[src/rtl/hex_reverse_stream.sv]
// hex_reverse_stream
//   Streaming digit/bit re-orderer. A word is accepted over a valid/ready
//   handshake and then processed by a serial engine, one digit per cycle. The
//   finished result is queued in a small output FIFO. While the FIFO has room,
//   downstream back-pressure does not stop the engine from taking new words.
//
//   Modes (in_mode, latched with each word):
//     00 passthrough
//     01 digit reverse
//     10 bit reverse inside each digit
//     11 full bit reverse
//
// Ports
//   clk, rst   rising-edge clock, synchronous active-high reset
//   in_valid   input word valid
//   in_ready   engine idle and not in reset
//   in_data    SIZE-bit input word; digit k = in_data[k*DIGIT_W +: DIGIT_W]
//   in_mode    2-bit mode, captured on accept
//   out_valid  FIFO not empty
//   out_ready  downstream accepts the head word
//   out_data   FIFO head word, or 0 when the FIFO is empty
//   level      FIFO occupancy
//   busy       engine not idle
module hex_reverse_stream #(
   parameter int DIGITS     = 4,
   parameter int DIGIT_W    = 4,
   parameter int FIFO_DEPTH = 4,
   localparam int SIZE      = DIGITS * DIGIT_W,
   localparam int LW        = $clog2(FIFO_DEPTH + 1)
) (
   input  logic            clk,
   input  logic            rst,
   input  logic            in_valid,
   output logic            in_ready,
   input  logic [SIZE-1:0] in_data,
   input  logic [1:0]      in_mode,
   output logic            out_valid,
   input  logic            out_ready,
   output logic [SIZE-1:0] out_data,
   output logic [LW-1:0]   level,
   output logic            busy
);

   localparam int CW = (DIGITS > 1) ? $clog2(DIGITS) : 1;
   localparam int PW = $clog2(FIFO_DEPTH);

   typedef enum logic [1:0] {IDLE, SHIFT, PUSH} state_t;

   state_t            state_q, state_d;
   logic [CW-1:0]     cnt_q, cnt_d;
   logic [SIZE-1:0]   src_q, src_d;
   logic [1:0]        mode_q, mode_d;
   logic [SIZE-1:0]   res_q, res_d;
   logic [PW-1:0]     wr_q, wr_d;
   logic [PW-1:0]     rd_q, rd_d;
   logic [LW-1:0]     count_q, count_d;
   logic [SIZE-1:0]   mem_q [FIFO_DEPTH];

   logic              full;
   logic              push;
   logic              pop;
   logic [DIGIT_W-1:0] src_dig;
   logic [DIGIT_W-1:0] out_dig;
   int                 pos;

   // Full looks only at the registered count, so a push in the same cycle
   // as a pop on a full FIFO is refused and retried next cycle.
   assign full      = (count_q == LW'(FIFO_DEPTH));
   assign out_valid = (count_q != '0);
   assign pop       = out_valid & out_ready;
   assign out_data  = out_valid ? mem_q[rd_q] : '0;
   assign level     = count_q;
   assign busy      = (state_q != IDLE);
   assign in_ready  = (state_q == IDLE) & ~rst;

   // Digit selected this SHIFT cycle, its optional bit reversal and its
   // destination slot.
   always_comb begin
      src_dig = src_q[int'(cnt_q)*DIGIT_W +: DIGIT_W];
      out_dig = src_dig;
      if (mode_q[1]) begin
         for (int b = 0; b < DIGIT_W; b++) out_dig[b] = src_dig[DIGIT_W-1-b];
      end
      pos = mode_q[0] ? (DIGITS - 1 - int'(cnt_q)) : int'(cnt_q);
   end

   always_comb begin
      state_d = state_q;
      cnt_d   = cnt_q;
      src_d   = src_q;
      mode_d  = mode_q;
      res_d   = res_q;
      push    = 1'b0;
      case (state_q)
         IDLE: begin
            if (in_valid) begin
               src_d   = in_data;
               mode_d  = in_mode;
               cnt_d   = '0;
               res_d   = '0;
               state_d = SHIFT;
            end
         end
         SHIFT: begin
            res_d[pos*DIGIT_W +: DIGIT_W] = out_dig;
            cnt_d = cnt_q + CW'(1);
            if (cnt_q == CW'(DIGITS - 1)) state_d = PUSH;
         end
         PUSH: begin
            if (!full) begin
               push    = 1'b1;
               state_d = IDLE;
            end
         end
         default: state_d = IDLE;
      endcase
   end

   always_comb begin
      wr_d    = push ? wr_q + PW'(1) : wr_q;
      rd_d    = pop  ? rd_q + PW'(1) : rd_q;
      count_d = count_q;
      if (push && !pop)      count_d = count_q + LW'(1);
      else if (!push && pop) count_d = count_q - LW'(1);
   end

   always_ff @(posedge clk) begin
      if (rst) begin
         state_q <= IDLE;
         cnt_q   <= '0;
         src_q   <= '0;
         mode_q  <= '0;
         res_q   <= '0;
         wr_q    <= '0;
         rd_q    <= '0;
         count_q <= '0;
      end else begin
         state_q <= state_d;
         cnt_q   <= cnt_d;
         src_q   <= src_d;
         mode_q  <= mode_d;
         res_q   <= res_d;
         wr_q    <= wr_d;
         rd_q    <= rd_d;
         count_q <= count_d;
      end
   end

   // Storage needs no reset: out_data is gated by out_valid.
   always_ff @(posedge clk) begin
      if (push && !rst) mem_q[wr_q] <= res_q;
   end

endmodule

[config.mk]
export PLATFORM = sky130hd
export DESIGN_NAME = hex_reverse_stream
export DESIGN_NICKNAME = d
export VERILOG_FILES = /design/src/rtl/hex_reverse_stream.sv
export SDC_FILE = /design/constraint.sdc
export NUM_CORES = 1
export LEC_CHECK = 0
export BUFFER_PORTS_ARGS = -buffer_cell sky130_fd_sc_hd__buf_2
export CAP_MARGIN = 20
export CORE_MARGIN = 8
export CORE_UTILIZATION = 58
export DETAILED_ROUTE_END_ITERATION = 12
export HOLD_SLACK_MARGIN = 0.08
export PLACE_DENSITY = 0.78
export SKIP_LAST_GASP = 1
export SLEW_MARGIN = 10
export SYNTH_ARGS = -nofsm -noshare
export SYNTH_HDL_FRONTEND = slang
export SYNTH_SLANG_ARGS = --single-unit
[constraint.sdc]
create_clock -name clk -period 2.6 [get_ports clk]
set_clock_uncertainty 0.05 [all_clocks]
set_input_delay 0.65 -clock clk [delete_from_list [all_inputs] [get_ports clk]]
set_output_delay 0.65 -clock clk [all_outputs]
set_load 0.005 [all_outputs]
# After elaboration in Yosys (flattened, before gate mapping)
# Memories as Yosys holds them, arrays and structs flattened. A register that Yosys moved wholly into a read port is not among the register bits.
# Cells that the tools add are included.
# word_totals
ff_bits	45
ram_bits	64
output_inout_bits	22
word_cells	63
memories	1
# memory_table
memory	words	width	read_ports	rd_clocked_by_memory_dff	wr	line	text
mem_q	4	16	1	1	1	57	logic [SIZE-1:0] mem_q [FIFO_DEPTH];
# op_classes
n_addsub	7
eq_ne	7
shift	3
muxes	20
bitwise	3
n_reduce_logical	14
# ops
cell	n
negation 32 -> 33 bit	1
variable shift 4 x 33 -> 16 bit, first input constant	1
variable part select 4 x 33 -> 16 bit	1
2-to-1 mux 16 bit	2
one-hot mux 16 bit (2 select lines)	1
2-to-1 mux 30 bit	1
bitwise mux 16 bit	1
variable part select 16 x 5 -> 4 bit	1
2-to-1 mux 2 bit	6
adder 2 x 1 -> 2 bit, second input constant	3
2-to-1 mux 3 bit	2
!= test 2 bit, second input constant	3
one-hot mux 2 bit (3 select lines)	1
nonzero test 2 bit	3
== test 2 bit, second input constant	2
2-to-1 mux 1 bit	4
2-to-1 mux 4 bit	1
one-hot mux 2 bit (2 select lines)	1
AND reduction 2 bit	2
adder 3 x 1 -> 3 bit, second input constant	1
== test 3 bit, second input constant	1
logical AND 1 bit	3
zero test 1 bit	3
AND reduction 3 bit	1
7 further kinds	8

# Logic depth before layout (Yosys ltp)
# Gate-level depths: netlist of the first run.
# depth
depth_word	7
mapped_depth	9

# Worst setup path after synthesis of the first run
# OpenSTA, ideal clock, no wires.
# synth_timing
path_type	input port to flip-flop
from	in out_ready
to	reg count_q[2], in the netlist level[2]
setup_ps	70
arrival_ps	1963
slack_ps	517
path_stages	7
path_buffers	0
cell_sequence	o31ai_1 > ha_1 > inv_1 > fa_1 > xor2_1 > or3_1 > a21oi_1
# synth_via
elab_chain_len	4
word_cells_on_any_way	6
cone_classes	mux: 1; bitwise: 1; reduce/logical: 4
# synth_lines
item	line	text
start: declaration	38	input logic out_ready,
bitwise AND 1 bit (*)	70	assign pop = out_valid & out_ready;
zero test 1 bit	123	if (push && !pop) count_d = count_q + LW'(1);
logical AND 1 bit	123	
2-to-1 mux 3 bit or nonzero test 2 bit (tied branches)	-	
end signal: assignment	145	count_q <= count_d;
end: declaration	56	logic [LW-1:0] count_q, count_d;
# Every way passes the cells marked *; elsewhere a longest branch is shown, timed or not.
# A chain may end at the register's enable or synchronous reset.

==> results of run 1 <==
-- sequential cells by signal (all words and copies together), names as in the netlist, 3 cells and up, named ones only --
| name | cells |
|---|---|
| level | 3 |
| res_q | 16 |
| src_q | 16 |
| mem_q | 64 |
-- per-layer routing --
layer	up-vias	wire, microns
met5	-	0
met2	63	3795
met3	10	300
li1	1301	-
met4	0	127
met1	1310	3613
-- Yosys cell counts, drive strengths merged (2+ instances only) --
| cell type | n |
|---|---|
| clkbuf | 7 |
| nor2 | 9 |
| a21bo | 2 |
| edfxtp | 64 |
| nand3b | 2 |
| nor2b | 18 |
| nand2b | 4 |
| ha | 6 |
| nand3 | 3 |
| mux4 | 20 |
| and2 | 4 |
| and3b | 2 |
| mux2i | 5 |
| dfxtp | 47 |
| or3b | 2 |
| o21a | 3 |
| nand2 | 37 |
| inv | 20 |
| a21oi | 25 |
| o21ai | 5 |
| or3 | 3 |
| nor3 | 2 |
| nor3b | 4 |
| buf | 12 |
| o32ai | 16 |
| xor2 | 4 |
-- worst max-delay path, delay by kind of cell (launching register included) --
kind / cells / cell delay [ns]
buffers and inverters: 2 / 0.32
DFF: 1 / 0.37
muxes: 1 / 0.51
and+or+nand+nor: 1 / 0.14
-- power by group --
part | switching (mW) | total [mW] | internal [mW] | leakage (nW)
Sequential | 0.0840 | 1.98 | 1.90 | 0.975
Combinational | 0.460 | 0.957 | 0.497 | 0.704
Clock | 0.557 | 0.911 | 0.354 | 0.0832
Total | 1.10 | 3.85 | 2.75 | 1.76
-- final timing paths --
path / startpoint / cells past startpoint / endpoint
max reg2reg: level[0] / 7 / level[2]
max: flip-flop / 4 / out_data[12]
min reg2reg: src_q[12] / 2 / src_q[12]
min: src_q[12] / 2 / src_q[12]
-- per-stage QoR --
stage | power (mW) | instances | setup WS, ns | hold slack [ns] | utilization
after floorplan | 2.651 | 333 | 0.5166 | 0.3831 | -
after global placement | 2.971 | 468 | 0.3780 | 0.3894 | 0.6367
after detailed placement | 3.008 | 468 | 0.2963 | 0.3999 | 0.6367
after CTS | 3.899 | 484 | 0.1565 | 0.4137 | 0.6590
after global routing | 4.068 | 484 | 0.09887 | 0.4282 | 0.6590
final | 3.852 | 484 | 0.1915 | 0.4129 | 0.6590
-- area by class of cell --
class                      instances  area, sq um
sequential                       111         2863
timing repair buffer              52        295.3
fill                             600         2621
multi-input combinational        183         1534
tap                              102        127.6
clock inverter                     6        43.79
clock buffer                      10        127.6
inverter                          20        75.07
-- layout by cell type, fill, tap and decap left out, types with 5 or more instances in the layout --
| master | n |
|---|---|
| nand2_1 | 37 |
| buf_2 | 43 |
| nor2_1 | 9 |
| a21oi_1 | 25 |
| clkbuf_8 | 9 |
| edfxtp_1 | 64 |
| mux4_2 | 20 |
| nor2b_1 | 18 |
| o21ai_0 | 5 |
| ha_1 | 6 |
| o32ai_1 | 16 |
| buf_4 | 8 |
| dfxtp_1 | 47 |
| inv_1 | 20 |
-- logic make-up after synthesis --
family | share of synthesized area
DFF | 0.6239
and+or+nand+nor | 0.1083
AOI/OAI and AO/OA | 0.07772
buffers and inverters | 0.04172
muxes | 0.1200
adders and majority gates | 0.02073
xor gates and xnor gates | 0.007635
==> impl_metrics.tcl, run 1 <==
set metrics [dict create \
    path_max_fanout 16 \
    cp_slowest_cell "mux4_2" \
    via_per_inst 5.545 \
    drt-pass1-iter-count 4 \
    gp_congestion 0.7769 \
    synth.top_cell.area_share 0.4189 \
    hold_violations 0 \
    tightest_slew_ns 0.9949 \
    fin_nets 406 \
    postCtsSetupRepairBufs 0 \
    wire_per_inst_microns 16.19 \
    cpPeakStageDelay_ns 0.51 \
    dp_hpwl_microns 5309 \
    clk_path_buf_depth 2 \
    grt_pass1_vias 2802 \
    routed_wl_microns 7837 \
    fin_tns_setup_ns 0 \
    crit_type "reg2out" \
    synth.avg_cell_area_sq_um 13.78 \
    syn_area_sq_um 4588 \
    grt_usage 0.1490 \
    grt_util_met3 0.02826 \
    cts_buffers 9 \
    yosys.area.top_type "edfxtp_1" \
    layout-drive-gt1-share 0.2539 \
    coreArea_sq_um 7687 \
    clk_pin_slew_ns 0.10 \
    vias 2684 \
    synth-async-reset-ratio 0 \
    synth_area_leaders "edfxtp_1 42%, dfxtp_1 21%, mux4_2 9.8%" \
    cts_htree_levels 3 \
    required_ns 1.90 \
    start_kind "flip-flop" \
    p_leak_nw 1.762 \
    drt_iter0_markers 119 \
    grt_max_degree 23 \
    crit_path_cell_trace "buf_12, mux4_2, nor2b_1, buf_2" \
    antenna_found_initial 0 \
    finalSetupViolations 0 \
    timing.fmax_mhz 415.2 \
    start_util 0.5968 \
    power.density_nw_per_um2 760.4 \
    hold_path.class "reg2reg" \
    dieArea_sq_um 11010 \
    synth_edf_count 64 \
    cts_root_buf "clkbuf_8" \
    grt_first_pass_wirelength_microns 13330 \
    outcome "completed" \
    seq_area_frac_synth 0.6239 \
    rows 32 \
    peakVddDrop_mv 0.5148 \
    clock_latency_ns 0.36 \
    antenna_cells 0 \
    period_share 0.9264 \
    rsz0062_at_grt "no" \
    cts_tree "yes" \
    grt_use_met1 0.1875 \
    stdcell_area_sq_um 5066 \
    min_period_ns 2.409 \
    reg2reg_slack_ns 0.38 \
    holdBufCountCts 0 \
    cts_sinks 111 \
    io_buffers 43 \
    ctsResizeCount 0 \
    antenna_left 0 \
    die_x_microns 104.9 \
    max-cap-violations 0 \
    met2_usage 0.2434 \
    area_delta_synth_final_pct 10.42 \
    report.final.slew_viol_count 0 \
    io_pins 44 \
    slew-limit-headroom 0.3338 \
    worstPathArrival_ns 1.71 \
    drc 0 \
    grt.busiest_layer "met2" \
    ys.flop_type "edfxtp_1" \
    dieHeight_microns 104.9 \
    yosysWarnings 0 \
    end_kind "primary output" \
    ys_ff_latch 111 \
    postPlaceCellArea_sq_um 4895 \
    synth_cell_types 39 \
    grt_overflow_total 0 \
    syn_inst 333 \
    syn_nets 362 \
]
Note: power is estimated with default switching activity, not from simulation.
==> run 2: changes to the inputs <==
--- a/config.mk
+++ b/config.mk
@@ -5,13 +5,14 @@
 export SDC_FILE = /design/constraint.sdc
 export NUM_CORES = 1
 export LEC_CHECK = 0
+export ABC_AREA = 1
 export BUFFER_PORTS_ARGS = -buffer_cell sky130_fd_sc_hd__buf_2
 export CAP_MARGIN = 20
 export CORE_MARGIN = 8
-export CORE_UTILIZATION = 58
+export CORE_UTILIZATION = 59
 export DETAILED_ROUTE_END_ITERATION = 12
 export HOLD_SLACK_MARGIN = 0.08
-export PLACE_DENSITY = 0.78
+export PLACE_DENSITY = 0.79
 export SKIP_LAST_GASP = 1
 export SLEW_MARGIN = 10
 export SYNTH_ARGS = -nofsm -noshare
==> impl_metrics.tcl, run 2 <==
set metrics [dict create \
    fin_nets 552 \
    rsz0062_at_grt "no" \
    routed_wl_microns 8968 \
    crit_type "reg2out" \
    path_buf_inv 2 \
    clock_latency_ns 0.37 \
    finalSetupViolations 0 \
    cts_sinks 111 \
    largest_registers "mem_q x64, res_q x16, src_q x16" \
    path_max_fanout 32 \
    cts_tree "yes" \
    cts_htree_levels 3 \
    fin_tns_setup_ns 0 \
    timing.fmax_mhz 424.3 \
    grt_usage 0.1623 \
    ys_top_cells_by_count "106 x nor2_1, 64 x edfxtp_1, 58 x o21ai_0" \
    grt_overflow_total 0 \
    coreArea_sq_um 7727 \
    end_kind "primary output" \
    antenna_left 0 \
    clk_path_buf_depth 2 \
    dieArea_sq_um 11100 \
    synth_cell_types 29 \
    crit_family "flip-flops" \
    via_per_inst 5.270 \
    synth_edf_count 64 \
    yosys.area.top_type "edfxtp_1" \
    start_kind "flip-flop" \
    synth.top_cell.area_share 0.4079 \
    ys_ff_latch 111 \
    required_ns 1.90 \
    path_common_cell "nor2_1" \
    largest_register_ffs 64 \
    power.density_nw_per_um2 731.4 \
    dieHeight_microns 105.4 \
    grt_max_degree 33 \
    cpPeakStageDelay_ns 0.43 \
    seq_area_frac_synth 0.6075 \
    hold_violations 0 \
    tightest_slew_ns 0.5781 \
    rows 32 \
    period_share 0.9064 \
    die_x_microns 105.4 \
    yosysMostFrequentCell "nor2_1" \
    layout-drive-gt1-share 0.1970 \
    drc 0 \
    grt_pass1_vias 3210 \
    syn_nets 509 \
    clk_pin_slew_ns 0.10 \
    antenna_found_initial 0 \
    outcome "completed" \
    p_leak_nw 1.962 \
    worstPathArrival_ns 1.66 \
    synth.avg_cell_area_sq_um 9.817 \
    final_common_cell "nor2_1" \
    max-cap-violations 0 \
    cts_root_buf "clkbuf_8" \
    mostFrequentLayoutCells "106 x nor2_1, 64 x edfxtp_1, 58 x o21ai_0, 50 x nand2_1, 46 x dfxtp_1" \
    slew-limit-headroom 0.6142 \
    cts_buffers 9 \
    drt-pass1-iter-count 5 \
    crit_path_cell_trace "buf_6, nor2_1, nor2_1, o21ai_0, a21oi_1, buf_2" \
    syn_area_sq_um 4712 \
    hold_path.class "reg2reg" \
    io_buffers 43 \
    yosysWarnings 0 \
    postCtsSetupRepairBufs 0 \
    start_util 0.6098 \
    min_period_ns 2.357 \
    fill_cells 626 \
    antenna_cells 0 \
    synth_area_leaders "edfxtp_1 41%, dfxtp_1 20%, nor2_1 8.4%" \
    ys.flop_type "edfxtp_1" \
    area_delta_synth_final_pct 10.46 \
    vias 3320 \
    syn_inst 480 \
    io_pins 44 \
    drt_iter0_markers 163 \
    cp_slowest_cell "dfxtp_2" \
    peakVddDrop_mv 0.3962 \
    report.final.slew_viol_count 0 \
    dp_hpwl_microns 5879 \
    gp_congestion 0.8226 \
    wire_per_inst_microns 14.23 \
    synth-async-reset-ratio 0 \
    largest_register "mem_q" \
    utilization 0.6736 \
    grt_first_pass_wirelength_microns 14810 \
]
==> run 2: worst register-to-register path: cells and delay by family (launching register included) <==
kind	cells	cell delay (ns)
AO/OA/AOI/OAI	3	0.58
adder cells (fa/ha/maj)	2	0.61
buffers and inverters	3	0.29
flip-flops	1	0.43
==> run 2: where the power goes <==
part | internal (mW) | switching, mW | total [mW]
Sequential | 1.90 | 0.0772 | 1.98
Clock | 0.360 | 0.587 | 0.948
Combinational | 0.330 | 0.551 | 0.881
==> run 2: layer usage <==
metal	vias up	share of wire	global-route usage	wire length (microns)
li1	1707	-	-	-
met2	88	0.48	0.2657	4323
met1	1515	0.45	0.2021	4034
met4	0	0.010	0.06320	90
met5	-	0	0	0
met3	10	0.058	0.04019	519
==> run 2: final timing paths <==
path / from / endpoint / slack (ns) / cells past startpoint
max reg2reg: level[2] / level[1] / 0.54 / 8
min reg2reg: rd_q[1] / rd_q[1] / 0.43 / 2
min: rd_q[1] / rd_q[1] / 0.43 / 2
max: flip-flop / out_data[4] / 0.24 / 6
==> run 2: area by class of cell <==
cell class | count | area, sq um | share of cell area
Clock buffer | 9 | 123.9 | 0.02380
Clock inverter | 7 | 56.30 | 0.01082
Inverter | 30 | 121.4 | 0.02332
Multi-Input combinational cell | 319 | 1625 | 0.3123
Sequential cell | 111 | 2864 | 0.5502
Tap cell | 102 | 127.6 | 0.02452
Timing Repair Buffer | 51 | 279.0 | 0.05361
Timing Repair inverter | 1 | 7.507 | 0.001442
==> run 2: cells by family (layout without fill, tap and decap cells) <==
logic type               Yosys count  count (layout)  share of synthesized area
AO/OA/AOI/OAI                    108             108                     0.1208
adder cells (fa/ha/maj)            7               7                    0.02018
buffers and inverters             50              98                    0.04753
flip-flops                       111             111                     0.6075
AND/OR/NAND/NOR                  204             204                     0.2039
==> run 2: timing repair <==
action                                  CTS  global route
resized for setup                         0             4
hold buffers                              0             0
endpoints found under the hold margin     0             0
endpoints found under the setup margin    0            16
==> run 2: through the flow <==
step                hold slack [ns]  power [mW]  instances  setup slack [ns]  cell area (sq um)
finish                       0.4339       3.807        630            0.2433               5205
global route                 0.4388       4.034        630           0.06412               5205
CTS                          0.4306       3.815        629          0.006490               5189
detailed placement           0.4089       2.886        613            0.4310               5009
global placement             0.4034       2.853        613            0.5135               5009
floorplan                    0.3862       2.571        480            0.5536               4712
